File: config.mk
export PLATFORM = sky130hd
export DESIGN_NAME = alu_flags_register
export DESIGN_NICKNAME = d
export VERILOG_FILES = /design/src/rtl/alu_flags_register.sv
export SDC_FILE = /design/constraint.sdc
export NUM_CORES = 1
export LEC_CHECK = 0
export ABC_AREA = 1
export CELL_PAD_IN_SITES_DETAIL_PLACEMENT = 1
export CELL_PAD_IN_SITES_GLOBAL_PLACEMENT = 1
export CORE_MARGIN = 4
export CORE_UTILIZATION = 34
export DETAILED_ROUTE_END_ITERATION = 10
export GPL_TIMING_DRIVEN = 1
export PLACE_DENSITY = 0.83
export SLEW_MARGIN = 20
export SYNTH_ARGS = -nofsm -noshare
export SYNTH_HDL_FRONTEND = slang
export SYNTH_SLANG_ARGS = --single-unit
File: constraint.sdc
create_clock -name AluClock -period 1.9 [get_ports AluClock]
set_input_delay 0.38 -clock AluClock [delete_from_list [all_inputs] [get_ports AluClock]]
set_output_delay 0.38 -clock AluClock [all_outputs]
set_load 0.03 [all_outputs]
File: src/rtl/alu_flags_register.sv
// ALU flags register: masked flag capture, save/restore stack, bus access and a
// registered branch-condition evaluator. Optional macro FLAGS_FORWARD_EN forwards same-cycle loads to the condition.
module alu_flags_register #(
  parameter int unsigned STACK_DEPTH = 4,
  parameter int unsigned PTR_W       = 2
) (
  input  logic       AluClock,
  input  logic       Reset_n,
  input  logic [4:0] Flags_In,
  input  logic       Flags_Load,
  input  logic [4:0] Flags_Mask,
  input  logic [7:0] MainBus_In,
  input  logic       Bus_Load,
  input  logic       Flags_Assert,
  output logic [7:0] Flags_BusOut,
  input  logic       Flags_Push,
  input  logic       Flags_Pop,
  input  logic [3:0] Cond_Sel,
  input  logic       Cond_Eval,
  output logic       Cond_True,
  output logic       Cond_Valid,
  output logic [4:0] Flags_Out,
  output logic       Stack_Empty,
  output logic       Stack_Full,
  output logic       Stack_Error,
  input  logic       Error_Clear
);

  localparam int unsigned CNT_W = PTR_W + 1;
  localparam logic [CNT_W-1:0] FULL_CNT = CNT_W'(STACK_DEPTH);

  localparam int unsigned F_O  = 0;
  localparam int unsigned F_S  = 1;
  localparam int unsigned F_Z  = 2;
  localparam int unsigned F_CA = 3;
  localparam int unsigned F_CL = 4;

  typedef enum logic [3:0] {
    COND_ALWAYS = 4'd0,
    COND_Z      = 4'd1,
    COND_NZ     = 4'd2,
    COND_CA     = 4'd3,
    COND_NCA    = 4'd4,
    COND_CL     = 4'd5,
    COND_NCL    = 4'd6,
    COND_S      = 4'd7,
    COND_NS     = 4'd8,
    COND_O      = 4'd9,
    COND_NO     = 4'd10,
    COND_LT     = 4'd11,
    COND_GE     = 4'd12,
    COND_ABOVE  = 4'd13,
    COND_NABOVE = 4'd14,
    COND_NEVER  = 4'd15
  } cond_e;

  logic [4:0]       flags_q;
  logic [4:0]       flags_d;
  logic [4:0]       load_merged;
  logic [4:0]       cond_src;
  logic [4:0]       stack_q [STACK_DEPTH];
  logic [CNT_W-1:0] count_q;
  logic [PTR_W-1:0] push_idx;
  logic [PTR_W-1:0] pop_idx;
  logic             stack_empty;
  logic             stack_full;
  logic             push_ok;
  logic             pop_ok;
  logic             misuse;
  logic             cond_hit;
  cond_e            cond_code;
  logic             bus_hi_unused;

  assign bus_hi_unused = ^MainBus_In[7:5];

  assign stack_empty = (count_q == '0);
  assign stack_full  = (count_q == FULL_CNT);
  assign push_idx    = count_q[PTR_W-1:0];
  assign pop_idx     = PTR_W'(count_q - 1'b1);

  // Simultaneous push and pop cancel each other and count as misuse.
  assign push_ok = Flags_Push & ~Flags_Pop & ~stack_full;
  assign pop_ok  = Flags_Pop & ~Flags_Push & ~stack_empty;
  assign misuse  = (Flags_Push & Flags_Pop)
                 | (Flags_Push & ~Flags_Pop & stack_full)
                 | (Flags_Pop & ~Flags_Push & stack_empty);

  assign load_merged = (flags_q & ~Flags_Mask) | (Flags_In & Flags_Mask);

  always_comb begin
    flags_d = flags_q;
    if (Bus_Load) begin
      flags_d = MainBus_In[4:0];
    end else if (pop_ok) begin
      flags_d = stack_q[pop_idx];
    end else if (Flags_Load) begin
      flags_d = load_merged;
    end
  end

  // A pop overridden by Bus_Load still consumes the stack entry.
  always_ff @(posedge AluClock or negedge Reset_n) begin
    if (!Reset_n) begin
      flags_q <= '0;
      count_q <= '0;
      for (int unsigned i = 0; i < STACK_DEPTH; i++) begin
        stack_q[i] <= '0;
      end
    end else begin
      flags_q <= flags_d;
      if (push_ok) begin
        stack_q[push_idx] <= flags_q;
        count_q           <= count_q + 1'b1;
      end else if (pop_ok) begin
        count_q <= count_q - 1'b1;
      end
    end
  end

  always_ff @(posedge AluClock or negedge Reset_n) begin
    if (!Reset_n) begin
      Stack_Error <= 1'b0;
    end else if (misuse) begin
      Stack_Error <= 1'b1;
    end else if (Error_Clear) begin
      Stack_Error <= 1'b0;
    end
  end

`ifdef FLAGS_FORWARD_EN
  assign cond_src = Flags_Load ? load_merged : flags_q;
`else
  assign cond_src = flags_q;
`endif

  assign cond_code = cond_e'(Cond_Sel);

  always_comb begin
    cond_hit = 1'b0;
    case (cond_code)
      COND_ALWAYS: cond_hit = 1'b1;
      COND_Z:      cond_hit = cond_src[F_Z];
      COND_NZ:     cond_hit = ~cond_src[F_Z];
      COND_CA:     cond_hit = cond_src[F_CA];
      COND_NCA:    cond_hit = ~cond_src[F_CA];
      COND_CL:     cond_hit = cond_src[F_CL];
      COND_NCL:    cond_hit = ~cond_src[F_CL];
      COND_S:      cond_hit = cond_src[F_S];
      COND_NS:     cond_hit = ~cond_src[F_S];
      COND_O:      cond_hit = cond_src[F_O];
      COND_NO:     cond_hit = ~cond_src[F_O];
      COND_LT:     cond_hit = cond_src[F_S] ^ cond_src[F_O];
      COND_GE:     cond_hit = ~(cond_src[F_S] ^ cond_src[F_O]);
      COND_ABOVE:  cond_hit = cond_src[F_CA] & ~cond_src[F_Z];
      COND_NABOVE: cond_hit = ~cond_src[F_CA] | cond_src[F_Z];
      COND_NEVER:  cond_hit = 1'b0;
      default:     cond_hit = 1'b0;
    endcase
  end

  always_ff @(posedge AluClock or negedge Reset_n) begin
    if (!Reset_n) begin
      Cond_True  <= 1'b0;
      Cond_Valid <= 1'b0;
    end else begin
      Cond_Valid <= Cond_Eval;
      if (Cond_Eval) begin
        Cond_True <= cond_hit;
      end
    end
  end

  assign Flags_Out    = flags_q;
  assign Stack_Empty  = stack_empty;
  assign Stack_Full   = stack_full;
  assign Flags_BusOut = Flags_Assert ? {3'b000, flags_q} : 8'h00;

endmodule

==> impl_metrics.env, run 1 <==
export IMPL_dp_cells=378
export IMPL_vias=1842
export IMPL_post_synth_num_cell_types=23
export IMPL_critPathTopFamily="flip-flops"
export IMPL_period_share_pct=94.2
export IMPL_insertion_delay_ns=0.28
export IMPL_clock_skew_ns=0.00363
export IMPL_cts_resized=0
export IMPL_ys_seq_area_share_pct=40.9
export IMPL_syn_to_final_growth_pct=32.0
export IMPL_ys_seq_elements=31
export IMPL_yosysWarningCount=0
export IMPL_drt_total_wl_um=5320
export IMPL_finalNetCount=351
export IMPL_path_cells="inv_1, ha_1, nand2_2, inv_1, buf_4"
export IMPL_dr_pass1_iters=4
export IMPL_final_hold_viol_count=0
export IMPL_post_cts_buffers=0
export IMPL_gp_congestion=0.797
export IMPL_antenna_found_initial=0
export IMPL_min_path_type="flip-flop to flip-flop"
export IMPL_final_common_cell="nand2_1"
export IMPL_cts_max_path_buffers=2
export IMPL_crit_buf_inv=3
export IMPL_rsz0062_at_grt="false"
export IMPL_synth_simple_area_share_pct=33.8
export IMPL_synth_compound_area_share_pct=11.3
export IMPL_cp_required_ns=1.52
export IMPL_drc=0
export IMPL_synth_cells=265
export IMPL_post_drt_wl_per_cell_um=13.8
export IMPL_avgSynthCellArea_um2=7.16
export IMPL_synth_mux_area_share_pct=0
export IMPL_root_buffer="clkbuf_8"
export IMPL_setup_viol=0
export IMPL_portBuffers=42
export IMPL_worstSetupEndpointType="primary output"
export IMPL_grt_pass1_vias=1903
export IMPL_drv_slew=0
export IMPL_io_pins=49
export IMPL_fp_dieW_um=82.7
export IMPL_synth_top_family_by_area="simple AND/OR/NAND/NOR gates"
export IMPL_timing_fmax_ghz=0.559
export IMPL_ant_nets=0
export IMPL_cap_violations=0
export IMPL_status="completed"
export IMPL_track_usage_pct=17.1
export IMPL_cts_sinks=31
export IMPL_initial_utilization_pct=36.0
export IMPL_htree_levels=2
export IMPL_synthesis_area_um2=1900
export IMPL_hpwl_um=4020
export IMPL_critPathKind="flip-flop to primary output"
export IMPL_crit_fanout=4
export IMPL_worstPathArrival_ns=1.41
export IMPL_synthAdderAreaFrac_pct=3.30
export IMPL_via_per_inst=4.77
export IMPL_coreArea_um2=5270
export IMPL_cts_tree="done"
export IMPL_min_period_ns=1.79
export IMPL_first_iter_violations=64
export IMPL_fin_cells=386
export IMPL_grt_pass1_wl_um=8800
export IMPL_die_h_um=82.7
export IMPL_crit_slowest_cell="dfrtp_1"
export IMPL_p_per_area_nw_per_um2=1370
export IMPL_p_leak_nw=1.29
export IMPL_cp_common_cell="inv_1"
export IMPL_ir_drop_uv=698
export IMPL_cpPeakStageDelay_ns=0.40
export IMPL_finalSetupTns_ns=0
export IMPL_num_rows=26
export IMPL_drive_above_1_share_pct=13.9
export IMPL_startpoint_type="flip-flop"
export IMPL_layout_common_cells="nand2_1, clkdlybuf4s50_1, dfrtp_1"
export IMPL_whs_ns=0.482
export IMPL_grt_max_degree=32
export IMPL_antenna_cells=0
export IMPL_cts_hold_buf=0
export IMPL_die_area_um2=6840
export IMPL_cts_made_buffers=5
export IMPL_synth_xor_area_share_pct=0.923
export IMPL_cts_clk_slew_worst_paths_ns=0.07
export IMPL_grt_ovfl_total=0
-- power breakdown --
| part | leakage, nW | total (mW) | internal (mW) | switching (mW) |
|---|---|---|---|---|
| Sequential | 0.381 | 1.09 | 0.929 | 0.164 |
| Combinational | 0.850 | 1.67 | 0.622 | 1.04 |
| Clock | 0.0612 | 0.673 | 0.424 | 0.249 |
| Total | 1.29 | 3.43 | 1.98 | 1.46 |
-- final timing paths --
kind                             from          end  slack, ns  cells after the start
max in group asynchronous     Reset_n    Cond_True       1.12                      2
min reg2reg                stack_q[4]   stack_q[4]       0.48                      2
max reg2reg                count_q[1]   count_q[2]       0.21                      8
min                        stack_q[4]   stack_q[4]       0.48                      2
max                        count_q[1]  Stack_Empty       0.11                      5
min in group asynchronous     Reset_n  Stack_Error       0.49                      2
-- layer usage --
| layer | global-route usage [%] | vias to the layer above | share of wire [%] |
|---|---|---|---|
| li1 | - | 918 | - |
| met3 | 2.82 | 7 | 4.2 |
| met5 | 0 | - | 0 |
| met2 | 30.2 | 37 | 49 |
| met1 | 21.2 | 880 | 45 |
| met4 | 5.39 | 0 | 1.3 |
-- cells by family after synthesis --
kind of cell             count (synthesis)
adder cells (fa/ha/maj)                  5
XOR/XNOR                                 2
buffers and inverters                   37
flip-flops                              31
AND/OR/NAND/NOR                        153
AO/OA/AOI/OAI                           36
other                                    1
-- worst reg2reg max path, delay by kind of cell (launching register included) --
family / cells / cell delay [ns]
fa+ha+maj: 1 / 0.26
simple gates: 4 / 0.55
xor+xnor: 1 / 0.14
flops: 1 / 0.40
buf+inv: 2 / 0.22
-- final cells by class --
class	count	area, um2
clock buffer	6	82.6
multi-input combinational	199	947
clock inverter	2	35.0
fill	710	2770
inverter	26	97.6
timing repair buffer	52	478
sequential	31	776
tap	70	87.6
-- per-stage QoR --
step                util, %  total power, mW  worst slack, ns  area [um2]
CTS                    47.5             3.46           0.0986        2500
global placement       45.3             2.70            0.150        2390
floorplan                 -             2.16            0.303        1900
global route           47.5             3.69           0.0205        2500
finish                 47.5             3.43            0.110        2500
detailed placement     45.3             2.76            0.130        2390
-- synthesized netlist by cell type, drive strengths merged --
| cell type | number | share of area [%] |
|---|---|---|
| o22ai | 1 | 0.33 |
| nand2 | 106 | 22 |
| inv | 26 | 5.1 |
| nor2 | 22 | 5.1 |
| nand3 | 24 | 6.3 |
| ha | 5 | 3.3 |
| dfrtp | 31 | 41 |
| buf | 11 | 4.4 |
| conb | 1 | 0.20 |
| a21oi | 11 | 3.3 |
| o21ai | 22 | 6.8 |
| xor2 | 2 | 0.92 |
| a21boi | 1 | 0.40 |
| or2 | 1 | 0.33 |
| o221ai | 1 | 0.46 |
Note: power is estimated with default switching activity, not from simulation.
==> run 2, diff against run 1 <==
Settings changed: SLEW_MARGIN 20 to default, TNS_END_PERCENT from default to 5.
Clock period 1.9 ns to 2.1 ns, I/O delays scaled along.
==> impl_metrics.env, run 2 (same netlist as run 1, synthesis figures left out) <==
export IMPL_status="completed"
export IMPL_portBuffers=42
export IMPL_die_h_um=82.7
export IMPL_cts_clk_slew_worst_paths_ns=0.07
export IMPL_ir_drop_uv=398
export IMPL_cpPeakStageDelay_ns=0.72
export IMPL_cts_hold_buf=0
export IMPL_power_switching_mw=1.30
export IMPL_startpoint_type="flip-flop"
export IMPL_num_rows=26
export IMPL_swShare_pct=42.4
export IMPL_min_period_ns=1.87
export IMPL_finalNetCount=349
export IMPL_crit_fanout=6
export IMPL_p_leak_nw=1.28
export IMPL_setup_viol=0
export IMPL_timing_fmax_ghz=0.534
export IMPL_final_common_cell="nand2_1"
export IMPL_clockPowerShare_pct=20.2
export IMPL_initial_utilization_pct=36.0
export IMPL_coreArea_um2=5270
export IMPL_cts_max_path_buffers=2
export IMPL_post_cts_buffers=0
export IMPL_grt_ovfl_total=0
export IMPL_antenna_found_initial=0
export IMPL_finalSetupTns_ns=0
export IMPL_die_area_um2=6840
export IMPL_crit_slowest_cell="clkdlybuf4s50_1"
export IMPL_io_pins=49
export IMPL_cts_tree="done"
export IMPL_ant_nets=0
export IMPL_grt_pass1_wl_um=9270
export IMPL_critPathKind="flip-flop to primary output"
export IMPL_drv_slew=0
export IMPL_insertion_delay_ns=0.29
export IMPL_hpwl_um=4180
export IMPL_drive_above_1_share_pct=13.4
export IMPL_min_path_type="flip-flop to flip-flop"
export IMPL_antenna_cells=0
export IMPL_critPathTopFamily="buffers and inverters"
export IMPL_grt_pass1_vias=1967
export IMPL_first_iter_violations=61
export IMPL_fp_dieW_um=82.7
export IMPL_combPwrFrac_pct=47.2
export IMPL_clock_skew_ns=0.00552
export IMPL_period_share_pct=89.2
export IMPL_drc=0
export IMPL_cts_made_buffers=5
export IMPL_vias=1839
export IMPL_cp_required_ns=1.68
export IMPL_dr_pass1_iters=4
export IMPL_cts_sinks=31
export IMPL_rsz0062_at_grt="false"
export IMPL_gp_congestion=0.807
export IMPL_fillerInstances=692
export IMPL_path_cells="clkdlybuf4s50_1"
export IMPL_p_total_mw=3.06
export IMPL_htree_levels=2
export IMPL_post_drt_wl_per_cell_um=14.2
export IMPL_worstPathArrival_ns=1.45
export IMPL_grt_max_degree=32
export IMPL_layout_common_cells="nand2_1, clkdlybuf4s50_1, dfrtp_1"
export IMPL_cts_resized=0
export IMPL_root_buffer="clkbuf_8"
export IMPL_track_usage_pct=18.3
export IMPL_cap_violations=0
export IMPL_worstSetupEndpointType="primary output"
export IMPL_via_per_inst=4.79
export IMPL_p_per_area_nw_per_um2=1230
export IMPL_cellInternalPower_mw=1.76
export IMPL_drt_total_wl_um=5440
export IMPL_syn_to_final_growth_pct=31.2
export IMPL_register_area_um2=776
export IMPL_crit_buf_inv=1
export IMPL_final_hold_viol_count=0
export IMPL_multiInputGateArea_um2=947
export IMPL_p_seq_share_pct=32.6
## run 2: area by class of cell
class	count	area share, %
clock buffers	6	3.32
clock inverters	2	1.41
inverters	26	3.92
multi-input cells	199	38.1
flip-flops and latches	31	31.2
well taps	70	3.52
repair buffers	50	18.6
## run 2: worst paths after layout
| check | start | end | slack [ns] | depth (start not counted) |
|---|---|---|---|---|
| hold / removal | stack_q[1] | stack_q[1] | 0.49 | 2 |
| max in group asynchronous | Reset_n | stack_q[0] | 1.28 | 2 |
| setup / recovery | flip-flop | Flags_Out[2] | 0.23 | 1 |
| setup reg to reg | count_q[1] | count_q[2] | 0.39 | 8 |
| min in group asynchronous | Reset_n | stack_q[19] | 0.53 | 2 |
| hold reg to reg | stack_q[1] | stack_q[1] | 0.49 | 2 |
## run 2: power by group through the flow
| stage | clock network, mW | registers [mW] | logic, mW |
|---|---|---|---|
| 6_report | 0.616 | 0.997 | 1.44 |
| 5_1_grt | 0.669 | 1.03 | 1.62 |
| 4_1_cts | 0.631 | 1.00 | 1.46 |
| 3_5_place_dp | 0 | 1.00 | 1.46 |
| 3_3_place_gp | 0 | 0.989 | 1.40 |
| 2_1_floorplan | 0 | 1.04 | 0.909 |
## run 2: metal layers
metal / routed length (um) / GRT usage, % / vias up
met3: 240 / 4.34 / 6
met4: 74 / 6.86 / 0
li1: - / - / 920
met5: 0 / 0 / -
met1: 2460 / 22.5 / 872
met2: 2660 / 30.9 / 41
## run 2: stage by stage
step	setup slack (ns)	area (um2)	std cells	hold slack, ns	utilization [%]
2_1_floorplan	0.496	1900	267	0.124	-
3_3_place_gp	0.292	2370	376	0.465	45.0
3_5_place_dp	0.220	2370	376	0.469	45.0
4_1_cts	0.214	2490	384	0.490	47.2
5_1_grt	0.120	2490	384	0.510	47.2
6_report	0.226	2490	384	0.489	47.2
==> run 3, diff against run 2 <==
Settings changed: HOLD_SLACK_MARGIN from default to 0.1.
==> results of run 3 <==
No change in the layout: final DEF, timing and power equal those of run 2.
